<file path="src/rtl/trng_pkg.sv">
// Shared definitions for the TRNG byte-level register paths.
// Holds the default word/byte widths used by both the byte-write register
// and the byte-read serializer, the serializer FSM state type, and a helper
// that derives the number of byte lanes needed to cover a word.
package trng_pkg;

  localparam int TRNG_WORD_WIDTH = 32;
  localparam int TRNG_BYTE_WIDTH = 8;

  typedef enum logic {IDLE, SEND} ser_state_t;

  // Lanes needed to cover w bits in b-bit lanes; a partial top lane counts.
  function automatic int lane_count(input int w, input int b);
    return (w - 1) / b + 1;
  endfunction

endpackage

</file>
<file path="src/rtl/byte_next_sel.sv">
// Priority encoder that picks the next lane to emit from a mask of
// still-pending lanes.
// Ports:
//   en    in   NBYTES  pending-lane mask
//   idx   out  LW      index of the first pending lane in emission order
//   none  out  1       no lane pending (idx is then 0 and meaningless)
// MSB_FIRST=0 picks the lowest set bit, MSB_FIRST=1 the highest.
module byte_next_sel #(
  parameter int NBYTES    = 4,
  parameter int LW        = 2,
  parameter int MSB_FIRST = 0
) (
  input  logic [NBYTES-1:0] en,
  output logic [LW-1:0]     idx,
  output logic              none
);

  // Loop runs from the lowest-priority end so the last hit is the winner.
  always_comb begin
    idx = '0;
    if (MSB_FIRST != 0) begin
      for (int i = 0; i < NBYTES; i++) begin
        if (en[i]) idx = LW'(i);
      end
    end else begin
      for (int i = NBYTES - 1; i >= 0; i--) begin
        if (en[i]) idx = LW'(i);
      end
    end
  end

  assign none = (en == '0);

endmodule

</file>
<file path="src/rtl/byte_read_serializer.sv">
// Byte read serializer: takes one WIDTH-bit word over a valid/ready handshake
// and emits it one BYTE_WIDTH lane per handshake on a byte stream for the
// byte-oriented host/UART link. Only one word is held at a time; the next
// word is accepted one cycle after the last byte of the current one is taken.
// Ports:
//   clk           in   1           clock, all flops on posedge
//   rst           in   1           asynchronous active-low reset
//   word_valid_i  in   1           word_i valid
//   word_ready_o  out  1           block can capture a word
//   word_i        in   WIDTH       word to read out
//   byte_en_i     in   NBYTES      lane enables (only with BYTE_READ_MASK_EN)
//   byte_valid_o  out  1           byte_o valid
//   byte_ready_i  in   1           downstream takes byte_o
//   byte_o        out  BYTE_WIDTH  current lane
//   byte_last_o   out  1           byte_o is the final lane of the word
//   busy_o        out  1           a word is held (state SEND)
// Configuration: define BYTE_READ_MASK_EN to add byte_en_i; disabled lanes
// are skipped without costing a cycle. Without it every lane is emitted.
module byte_read_serializer
  import trng_pkg::*;
#(
  parameter int WIDTH      = TRNG_WORD_WIDTH,
  parameter int BYTE_WIDTH = TRNG_BYTE_WIDTH,
  parameter int MSB_FIRST  = 0,
  localparam int NBYTES    = lane_count(WIDTH, BYTE_WIDTH),
  localparam int LW        = (NBYTES > 1) ? $clog2(NBYTES) : 1
) (
  input  logic                  clk,
  input  logic                  rst,
  input  logic                  word_valid_i,
  output logic                  word_ready_o,
  input  logic [WIDTH-1:0]      word_i,
`ifdef BYTE_READ_MASK_EN
  input  logic [NBYTES-1:0]     byte_en_i,
`endif
  output logic                  byte_valid_o,
  input  logic                  byte_ready_i,
  output logic [BYTE_WIDTH-1:0] byte_o,
  output logic                  byte_last_o,
  output logic                  busy_o
);

  localparam int PW = NBYTES * BYTE_WIDTH;

  ser_state_t state_q, state_d;

  logic [NBYTES-1:0][BYTE_WIDTH-1:0] hold_q, hold_d, word_lanes;
  logic [LW-1:0]                     sel_idx;
  logic                              sel_last;
  logic                              has_lane;
  logic                              accept;

  logic                  word_ready_q, word_ready_d;
  logic                  byte_valid_q, byte_valid_d;
  logic [BYTE_WIDTH-1:0] byte_q, byte_d;
  logic                  last_q, last_d;
  logic                  busy_q, busy_d;

  // Zero-extension pads a partial top lane so its unused bits read 0.
  assign word_lanes = PW'(word_i);
  assign accept     = (state_q == IDLE) && word_valid_i && word_ready_q;

`ifdef BYTE_READ_MASK_EN
  // rem_q holds the enabled lanes not yet emitted, excluding the one on byte_o.
  logic [NBYTES-1:0] rem_q, rem_d, cand, cand_rest;
  logic              sel_none;

  assign cand = (state_q == IDLE) ? byte_en_i : rem_q;

  byte_next_sel #(
    .NBYTES    (NBYTES),
    .LW        (LW),
    .MSB_FIRST (MSB_FIRST)
  ) u_next_sel (
    .en   (cand),
    .idx  (sel_idx),
    .none (sel_none)
  );

  // Lanes left once the selected one is emitted; empty means it is the last.
  always_comb begin
    cand_rest          = cand;
    cand_rest[sel_idx] = 1'b0;
  end

  assign sel_last = (cand_rest == '0);
  assign has_lane = !sel_none;
`else
  localparam logic [LW-1:0] FIRST_LANE = (MSB_FIRST != 0) ? LW'(NBYTES - 1) : '0;
  localparam logic [LW-1:0] FINAL_LANE = (MSB_FIRST != 0) ? '0 : LW'(NBYTES - 1);

  logic [LW-1:0] idx_q, idx_d;

  // Lane to present next: the first lane on accept, else the neighbour
  // of the current lane in emission order.
  always_comb begin
    if (state_q == IDLE) begin
      sel_idx = FIRST_LANE;
    end else if (MSB_FIRST != 0) begin
      sel_idx = idx_q - LW'(1);
    end else begin
      sel_idx = idx_q + LW'(1);
    end
  end

  assign sel_last = (sel_idx == FINAL_LANE);
  assign has_lane = 1'b1;
`endif

  // Next-state and next-output logic; all outputs come straight from flops.
  always_comb begin
    state_d      = state_q;
    hold_d       = hold_q;
    word_ready_d = word_ready_q;
    byte_valid_d = byte_valid_q;
    byte_d       = byte_q;
    last_d       = last_q;
    busy_d       = busy_q;
`ifdef BYTE_READ_MASK_EN
    rem_d        = rem_q;
`else
    idx_d        = idx_q;
`endif

    case (state_q)
      IDLE: begin
        word_ready_d = 1'b1;
        // A word with no enabled lanes is consumed here and never leaves IDLE.
        if (accept && has_lane) begin
          state_d      = SEND;
          hold_d       = word_lanes;
          byte_d       = word_lanes[sel_idx];
          last_d       = sel_last;
          byte_valid_d = 1'b1;
          word_ready_d = 1'b0;
          busy_d       = 1'b1;
`ifdef BYTE_READ_MASK_EN
          rem_d        = cand_rest;
`else
          idx_d        = sel_idx;
`endif
        end
      end

      SEND: begin
        if (byte_ready_i) begin
          if (last_q) begin
            state_d      = IDLE;
            byte_valid_d = 1'b0;
            byte_d       = '0;
            last_d       = 1'b0;
            busy_d       = 1'b0;
            word_ready_d = 1'b1;
          end else begin
            byte_d = hold_q[sel_idx];
            last_d = sel_last;
`ifdef BYTE_READ_MASK_EN
            rem_d  = cand_rest;
`else
            idx_d  = sel_idx;
`endif
          end
        end
      end

      default: state_d = IDLE;
    endcase
  end

  // State, hold register, lane tracking and output registers.
  always_ff @(posedge clk or negedge rst) begin
    if (!rst) begin
      state_q      <= IDLE;
      hold_q       <= '0;
      word_ready_q <= 1'b0;
      byte_valid_q <= 1'b0;
      byte_q       <= '0;
      last_q       <= 1'b0;
      busy_q       <= 1'b0;
`ifdef BYTE_READ_MASK_EN
      rem_q        <= '0;
`else
      idx_q        <= '0;
`endif
    end else begin
      state_q      <= state_d;
      hold_q       <= hold_d;
      word_ready_q <= word_ready_d;
      byte_valid_q <= byte_valid_d;
      byte_q       <= byte_d;
      last_q       <= last_d;
      busy_q       <= busy_d;
`ifdef BYTE_READ_MASK_EN
      rem_q        <= rem_d;
`else
      idx_q        <= idx_d;
`endif
    end
  end

  assign word_ready_o = word_ready_q;
  assign byte_valid_o = byte_valid_q;
  assign byte_o       = byte_q;
  assign byte_last_o  = last_q;
  assign busy_o       = busy_q;

endmodule

</file>
<file path="config.mk">
export PLATFORM = sky130hd
export DESIGN_NAME = byte_read_serializer
export DESIGN_NICKNAME = d
export VERILOG_FILES = /design/src/rtl/trng_pkg.sv /design/src/rtl/byte_next_sel.sv /design/src/rtl/byte_read_serializer.sv
export SDC_FILE = /design/constraint.sdc
export NUM_CORES = 1
export LEC_CHECK = 0
export BUFFER_PORTS_ARGS = -buffer_cell sky130_fd_sc_hd__buf_4
export CORE_MARGIN = 1.5
export CORE_UTILIZATION = 58
export CTS_CLUSTER_DIAMETER = 120
export CTS_CLUSTER_SIZE = 28
export DETAILED_ROUTE_END_ITERATION = 10
export GPL_TIMING_DRIVEN = 0
export PLACE_DENSITY = 0.94
export SLEW_MARGIN = 10
export SYNTH_ARGS = -nofsm -noshare
export SYNTH_HDL_FRONTEND = slang
export SYNTH_HIERARCHICAL = 1
export SYNTH_SLANG_ARGS = --single-unit
</file>
<file path="constraint.sdc">
create_clock -name clk -period 3.38 [get_ports clk]
set_clock_uncertainty 0.05 [all_clocks]
set_input_delay 0.676 -clock clk [delete_from_list [all_inputs] [get_ports clk]]
set_output_delay 0.676 -clock clk [all_outputs]
set_load 0.01 [all_outputs]
</file>
==> impl_metrics.json, run 1 <==
{
  "slew_viol_final": 0,
  "rows": 22,
  "cpPeakStageDelay_ns": 0.40,
  "gp_congestion": 0.829,
  "synth.most_common_cell": "nand2_1",
  "vias": 1980,
  "tritoncts": "built",
  "max-clock-path-buffers": 2,
  "grt_overflow_total": 0,
  "power_density_nw_per_um2": 897,
  "grt_max_degree": 47,
  "die_h_um": 65.8,
  "postCtsSetupBuffers": 0,
  "grt_first_pass_wirelength_um": 8830,
  "drtIter0Drc": 197,
  "end_kind": "output port",
  "finalSetupViolCount": 0,
  "finalPower_mw": 2.51,
  "required_ns": 2.65,
  "path_cells": "buf_4 > buf_4",
  "min_period_ns": 1.68,
  "fin_ws_ns": 1.70,
  "vdd_drop_max_v": 0.000413,
  "synth_common_cells": "nand2_1 (109), dfrtp_1 (46), a21boi_0 (8), and3_1 (8), o21bai_1 (8)",
  "crit_family": "flip-flops",
  "hold_violations": 0,
  "numCtsBuffers": 5,
  "synth.distinct_cells": 35,
  "ys_warn_count": 6,
  "core_um2": 3720,
  "whs_ns": 0.323,
  "ioPinCount": 48,
  "netlist.area_leader.share_pct": 50.3,
  "drt-total-wl_um": 5310,
  "cts-root-buf": "clkbuf_8",
  "grt_pass1_vias": 1905,
  "avgSynthCellArea_um2": 9.23,
  "synth-seq-cells": 46,
  "cp_slowest_cell": "dfrtp_1",
  "fmax_ghz": 0.594,
  "synth_compound_area_share_pct": 16.3,
  "clkTransAtPathRegs_ns": 0.08,
  "syn2layout_area_growth_pct": 22.4,
  "rsz0062_at_grt": "no",
  "postLayoutCoreUtil_pct": 75.4,
  "crit_arrival_ns": 0.96,
  "initial_core_util_pct": 61.6,
  "antenna_left": 0,
  "track_usage_pct": 27.1,
  "n_antenna_cell": 0,
  "synth_top_family_by_area": "simple AND/OR/NAND/NOR gates",
  "worstSetupPathType": "flip-flop to output port",
  "synth_nets": 284,
  "cp_common_cell": "buf_4",
  "yosys.area_share.adder_pct": 0,
  "maxCapViolations": 0,
  "yosys.area.top_type": "dfrtp_1",
  "p_leak_nw": 1.48,
  "worst_pin_slew_ns": 0.561,
  "dp_slack_ns": 1.72,
  "syn-cell-area_um2": 2290,
  "avgViaCountPerCell": 5.66,
  "crit_buf_inv": 2,
  "setup_tns_ns": 0,
  "die_w_um": 65.8,
  "drive_gt1_share_pct": 27.8,
  "clock_latency_ns": 0.30,
  "path_max_fanout": 3,
  "holdCritPathClass": "primary input to asynchronous set/reset pin",
  "synth-xor-area-share_pct": 0,
  "period_share_pct": 49.8,
  "synth.area.mux_share_pct": 5.03,
  "synthTopCellsByArea": "dfrtp_1 (50%), nand2_1 (18%), a21boi_0 (2.6%)",
  "hpwl_um": 3810,
  "synthFlopType": "dfrtp_1",
  "portBuffers": 46,
  "synth-seq-area-share_pct": 50.3,
  "synthCells": 248,
  "dieArea_um2": 4330,
  "start_kind": "flip-flop",
  "maxSlewHeadroom_pct": 62.6,
  "yosys.area_share.simple_pct": 22.7,
  "synth_edf_count": 0,
  "wl_per_cell_um": 15.2,
  "fin_nets": 337,
  "antenna_found_initial": 0,
  "cts-htree-levels": 2,
  "cts_sinks": 46,
  "hold_buffers": 0,
  "drc": 0,
  "outcome": "finished, final reports clean",
  "async_flop_share_pct": 100,
  "cts-resized-gates": 0,
  "detail_route.first_pass.iterations": 4
}
## through the flow
stage	area, µm²	std cells
after CTS	2800	350
after detailed placement	2690	342
after global routing	2800	350
final	2800	350
after floorplan	2290	248
after global placement	2690	342
## sequential cells by signal, summed over array words and instances (netlist names)
| signal | cells |
|---|---|
| idx_q | 2 |
| state_q | 1 |
| byte_o | 8 |
| hold_q | 32 |
| word_ready_o | 1 |
| busy_o | 1 |
| byte_last_o | 1 |
## path summary, 6_finish.rpt
| path | cells past startpoint | from | slack [ns] | end |
|---|---|---|---|---|
| worst max-delay path | 2 | busy_o$_DFFE_PN0P_ | 1.70 | byte_valid_o |
| worst min-delay path | 1 | rst | 0.32 | hold_q[15]$_DFFE_PN0P_ |
| worst max register to register | 5 | state_q$_DFF_PN0_ | 1.92 | hold_q[5]$_DFFE_PN0P_ |
| worst min register to register | 2 | hold_q[8]$_DFFE_PN0P_ | 0.43 | hold_q[8]$_DFFE_PN0P_ |
| max in group asynchronous | 1 | rst | 2.58 | hold_q[1]$_DFFE_PN0P_ |
| min in group clk | 2 | hold_q[8]$_DFFE_PN0P_ | 0.43 | hold_q[8]$_DFFE_PN0P_ |
## power by group
part / switching (mW) / internal [mW] / leakage [nW]
Clock: 0.177 / 0.221 / 0.0524
Sequential: 0.180 / 0.804 / 0.571
Combinational: 0.590 / 0.539 / 0.860
Total: 0.947 / 1.56 / 1.48
## cells by family (layout without fill, tap and decap cells)
logic type	Yosys count	in the layout
muxes	9	9
DFF	46	46
and+or+nand+nor	125	125
AOI/OAI and AO/OA	49	49
buffers and inverters	19	73
## cell type report
type,count,area (µm²)
fill,273,916
clock inverter,1,30.0
timing repair buffer,46,345
clock buffer,7,76.3
tap,48,60.1
sequential,46,1150
multi-input combinational,183,1010
inverter,1,3.75
buffer,18,124
## layout by cell type (no fill, tap or decap), drive strengths merged, types with 2 or more instances in the layout
master	synthesis	layout
a21boi	9	9
a21oi	3	3
and3	8	8
and3b	2	2
buf	15	61
clkbuf	3	10
dfrtp	46	46
mux2	8	8
nand2	109	109
nand2b	2	2
nand3	2	2
o211ai	8	8
o21ai	8	8
o21bai	8	8
o22ai	8	8
## worst register-to-register path, stage by stage (launching register included)
cell	delay [ns]
dfrtp_1	0.36
buf_4	0.16
nand3b_1	0.33
buf_2	0.29
nand2_1	0.08
nand2_1	0.06
## metal layers
layer  routed length, µm  GRT usage, %  up-vias
met1                2200          35.8      948
li1                    -             -      936
met3                 311          3.58       12
met2                2710          44.8       84
met5                   0             0        -
met4                  97          11.7        0
Note: power is estimated with default switching activity, not from simulation.
==> run 2, diff against run 1 <==
Settings changed: CORE_UTILIZATION 58 to 49, PLACE_DENSITY 0.94 to 0.86.
Clock period 3.38 ns to 1.4 ns, I/O delays scaled along.
==> impl_metrics.json, run 2 (synthesis results as in run 1) <==
{
  "path_max_fanout": 10,
  "dpl_cell_area_um2": 2700,
  "die_h_um": 71.3,
  "drtIter0Drc": 209,
  "n_antenna_cell": 0,
  "fin_area_um2": 2850,
  "ff_latch_area_um2": 1150,
  "portBuffers": 46,
  "fin_ws_ns": 0.0126,
  "whs_ns": 0.113,
  "start_kind": "flip-flop",
  "wl_per_cell_um": 15.9,
  "finalSetupViolCount": 0,
  "numCtsBuffers": 5,
  "cts_sinks": 46,
  "core_um2": 4410,
  "cts-htree-levels": 2,
  "drc": 0,
  "syn2layout_area_growth_pct": 24.4,
  "die_w_um": 71.3,
  "fin_nets": 341,
  "rsz0062_at_grt": "yes",
  "dieArea_um2": 5090,
  "clock_latency_ns": 0.30,
  "largest_register_ffs": 32,
  "min_period_ns": 1.39,
  "vias": 1922,
  "worstSetupPathType": "flip-flop to flip-flop",
  "end_kind": "flip-flop",
  "antenna_found_initial": 0,
  "crit_arrival_ns": 1.53,
  "grt_max_degree": 47,
  "final_common_cell": "nand2_1",
  "grt_first_pass_wirelength_um": 9230,
  "fillers": 388,
  "maxCapViolations": 0,
  "p_leak_nw": 1.50,
  "rows": 24,
  "maxSlewHeadroom_pct": 61.5,
  "dp_slack_ns": -0.00930,
  "regMostFlops": "hold_q",
  "hpwl_um": 3880,
  "detail_route.first_pass.iterations": 4,
  "clkTransAtPathRegs_ns": 0.08,
  "initial_core_util_pct": 51.8,
  "required_ns": 1.54,
  "layout_common_cells": "nand2_1 (109), buf_4 (54), dfrtp_1 (44)",
  "hold_violations": 0,
  "track_usage_pct": 23.8,
  "period_share_pct": 99.1,
  "gp_congestion": 0.857,
  "multi_input_area_um2": 1020,
  "drt-total-wl_um": 5670,
  "max-clock-path-buffers": 2,
  "rr_worst_depth": 5,
  "avgViaCountPerCell": 5.38,
  "ioPinCount": 48,
  "antenna_left": 0,
  "slew_viol_final": 0,
  "cts-root-buf": "clkbuf_8",
  "holdCritPathClass": "primary input to flip-flop",
  "outcome": "finished, final reports clean",
  "worst_pin_slew_ns": 0.578,
  "holdPathStages": 3,
  "vdd_drop_max_v": 0.000854,
  "drive_gt1_share_pct": 30.5,
  "tritoncts": "built",
  "fmax_ghz": 0.721,
  "grt_overflow_total": 0,
  "power_density_nw_per_um2": 2120,
  "grt_pass1_vias": 1924
}
run 2: changes by cell type in the layout (fill, tap and decap cells not counted), sizes merged:
cell and delta:
bufinv -1, clkinvlp +1, dlygate4sd3 +1, buf +3
clkbuf -1
run 2: where the power goes:
group	internal (mW)	switching [mW]
logic	1.42	1.47
clock network	0.343	0.435
registers	1.95	0.435
total	3.71	2.34
run 2: timing repair:
| action | in CTS | in global routing |
|---|---|---|
| endpoints found under the hold margin | 46 | 0 |
| gates cloned | 0 | 0 |
| endpoints found under the setup margin | 30 | 39 |
| pin swaps | 1 | 2 |
| setup buffers | 1 | 2 |
| hold buffers | 1 | 0 |
| resized for setup | 3 | 17 |
run 2: layout make-up:
class                      instances  area share, %
clock buffer                       6           2.55
buffer                            18           5.01
timing repair buffer              50           13.4
tap                               52           2.29
multi-input combinational        183           35.8
sequential                        46           40.5
inverter                           1          0.132
clock inverter                     1          0.264
run 2: final timing paths:
path / startpoint / to / slack [ns]
worst max-delay path: state_q$_DFF_PN0_ / hold_q[6]$_DFFE_PN0P_ / 0.01
worst min-delay path: word_i[8] / hold_q[8]$_DFFE_PN0P_ / 0.11
worst max register to register: state_q$_DFF_PN0_ / hold_q[6]$_DFFE_PN0P_ / 0.01
worst min register to register: hold_q[30]$_DFFE_PN0P_ / hold_q[30]$_DFFE_PN0P_ / 0.43
max in group asynchronous: rst / byte_last_o$_DFFE_PN0P_ / 0.41
min in group asynchronous: rst / hold_q[26]$_DFFE_PN0P_ / 0.47
run 2: critical path: stages, from the launching register on:
cell and delay (ns):
dfrtp_1 0.38, buf_6 0.14, nand3b_1 0.30, buf_4 0.27, nand2_1 0.09, nand2_1 0.06
run 2: routing by layer:
metal	GRT usage, %	share of wire (%)	up-vias
li1	-	-	936
met1	31.2	42	893
met2	38.2	48	79
met3	5.49	7.7	14
met4	10.3	2.7	0
met5	0	0	-
run 2: through the flow:
stage | utilization [%] | setup TNS, ns | power [mW] | cells
3_5_place_dp | 61.1 | -0.0229 | 5.10 | 346
6_report | 64.5 | 0 | 6.05 | 357
2_1_floorplan | - | 0 | 4.20 | 248
5_1_grt | 64.5 | -0.512 | 6.47 | 357
3_3_place_gp | 61.1 | -0.0628 | 4.96 | 346
4_1_cts | 63.6 | 0 | 5.94 | 355
==> run 3, diff against run 2 <==
Settings changed: ABC_AREA set to 1, CAP_MARGIN set to 25, CORE_UTILIZATION 49 to 48, PLACE_DENSITY 0.86 to 0.85.
==> impl_metrics.json, run 3 <==
{
  "fmax_ghz": 0.731,
  "synth-seq-area-share_pct": 53.4,
  "avgSynthCellArea_um2": 7.78,
  "drt-total-wl_um": 5280,
  "max-clock-path-buffers": 2,
  "final_common_cell": "nand2_1",
  "ys_warn_count": 6,
  "numCtsBuffers": 5,
  "grt_max_degree": 47,
  "antenna_found_initial": 0,
  "syn2layout_area_growth_pct": 27.9,
  "finalPower_mw": 6.12,
  "drive_gt1_share_pct": 24.3,
  "avgViaCountPerCell": 5.26,
  "grt_overflow_total": 0,
  "worst_pin_slew_ns": 0.573,
  "maxSlewHeadroom_pct": 61.8,
  "hpwl_um": 3600,
  "portBuffers": 47,
  "period_share_pct": 97.8,
  "synth.distinct_cells": 19,
  "layout_common_cells": "nand2_1 (116), buf_4 (51), dfrtp_1 (44)",
  "async_flop_share_pct": 100,
  "syn-cell-area_um2": 2150,
  "regMostFlops": "hold_q",
  "slew_viol_final": 0,
  "cts_sinks": 46,
  "synthTopCellsByArea": "dfrtp_1 (53%), nand2_1 (20%), nand3_1 (5.8%)",
  "fin_ws_ns": 0.0312,
  "core_um2": 4320,
  "vias": 2026,
  "power_density_nw_per_um2": 2220,
  "synth_nets": 313,
  "p_leak_nw": 1.44,
  "cts-htree-levels": 2,
  "hold_violations": 0,
  "tritoncts": "built",
  "largest_register_ffs": 32,
  "maxCapViolations": 0,
  "grt_first_pass_wirelength_um": 8730,
  "multi_input_area_um2": 883,
  "ff_latch_area_um2": 1150,
  "holdCritPathClass": "primary input to flip-flop",
  "r2r_setup_slack_ns": 0.03,
  "yosys.area.top_type": "dfrtp_1",
  "antenna_left": 0,
  "fin_nets": 368,
  "end_kind": "flip-flop",
  "dieArea_um2": 4900,
  "ioPinCount": 48,
  "gp_congestion": 0.898,
  "synthCells": 277,
  "drtIter0Drc": 166,
  "rows": 24,
  "fillers": 396,
  "initial_core_util_pct": 49.8,
  "whs_ns": 0.117,
  "synth.most_common_cell": "nand2_1",
  "wl_per_cell_um": 13.7,
  "synthFlopType": "dfrtp_1",
  "synth_edf_count": 0,
  "drc": 0,
  "postLayoutCoreUtil_pct": 63.7,
  "clkTransAtPathRegs_ns": 0.08,
  "dp_slack_ns": -0.103,
  "outcome": "finished, final reports clean",
  "min_period_ns": 1.37,
  "die_h_um": 70.0,
  "netlist.area_leader.share_pct": 53.4,
  "path_max_fanout": 10,
  "worstSetupPathType": "flip-flop to flip-flop",
  "start_kind": "flip-flop",
  "required_ns": 1.58,
  "clock_latency_ns": 0.30,
  "grt_pass1_vias": 1929,
  "synth-seq-cells": 46,
  "detail_route.first_pass.iterations": 5,
  "track_usage_pct": 22.8,
  "die_w_um": 70.0,
  "synth_common_cells": "nand2_1 (116), dfrtp_1 (46), nand3_1 (25)",
  "cts-root-buf": "clkbuf_8",
  "n_antenna_cell": 0,
  "crit_arrival_ns": 1.55,
  "finalSetupViolCount": 0,
  "vdd_drop_max_v": 0.000818
}
-- run 3: layer usage --
metal	vias to the layer above	routed length (µm)	global-route usage, %
met5	-	0	0
met4	0	194	12.0
met3	19	433	4.76
met2	99	2560	34.6
met1	929	2090	30.8
li1	979	-	-
-- run 3: path summary, 6_finish.rpt --
| path | from | cells after the start | to |
|---|---|---|---|
| setup / recovery | idx_q[0]$_DFFE_PN0P_ | 7 | byte_o[0]$_DFFE_PN0P_ |
| hold / removal | byte_ready_i | 2 | busy_o$_DFFE_PN0P_ |
| setup reg to reg | idx_q[0]$_DFFE_PN0P_ | 7 | byte_o[0]$_DFFE_PN0P_ |
| hold reg to reg | hold_q[2]$_DFFE_PN0P_ | 2 | hold_q[2]$_DFFE_PN0P_ |
| max in group asynchronous | rst | 2 | state_q$_DFF_PN0_ |
| min in group asynchronous | rst | 2 | hold_q[26]$_DFFE_PN0P_ |
-- run 3: layout make-up --
cell class	instances	share of cell area, %
inverter	23	3.32
buffer	10	3.00
sequential	46	41.9
clock inverter	3	1.45
multi-input combinational	197	32.1
clock buffer	5	2.50
tap	52	2.36
timing repair buffer	49	13.4
-- run 3: per-stage QoR --
step | TNS (ns) | instances | area (µm²)
after detailed placement | -1.34 | 376 | 2570
after global routing | -0.0162 | 385 | 2760
after global placement | -0.811 | 376 | 2570
final | 0 | 385 | 2760
after CTS | 0 | 385 | 2710
after floorplan | 0 | 277 | 2150
-- run 3: logic make-up (layout without fill, tap and decap cells) --
group	Yosys count	count (layout)	share of synthesized area (%)
flops	46	46	53.4
buf+inv	35	90	7.26
simple gates	158	159	30.4
compound gates	38	38	8.89
-- run 3: where the power goes --
group | switching [mW] | leakage (nW) | total (mW) | internal (mW)
registers | 0.371 | 0.556 | 2.34 | 1.97
logic | 1.66 | 0.828 | 2.81 | 1.14
clock network | 0.446 | 0.0579 | 0.972 | 0.525
total | 2.48 | 1.44 | 6.12 | 3.64
-- run 3: what timing repair did --
action	4_1_cts	5_1_grt
cloned	0	1
setup buffers	0	1
endpoints found under the setup margin	25	29
gates resized for setup	6	21
pin swaps	0	3
hold buffers	1	0
hold endpoints to repair	46	0
-- run 3: worst max-delay path, cell delays in order, from the launching register on --
cell and delay, ns:
dfrtp_2 0.43, inv_2 0.07, buf_6 0.14, nand2_1 0.10, nand3_4 0.13, nand3_1 0.11, nand3_1 0.10, a21oi_2 0.16
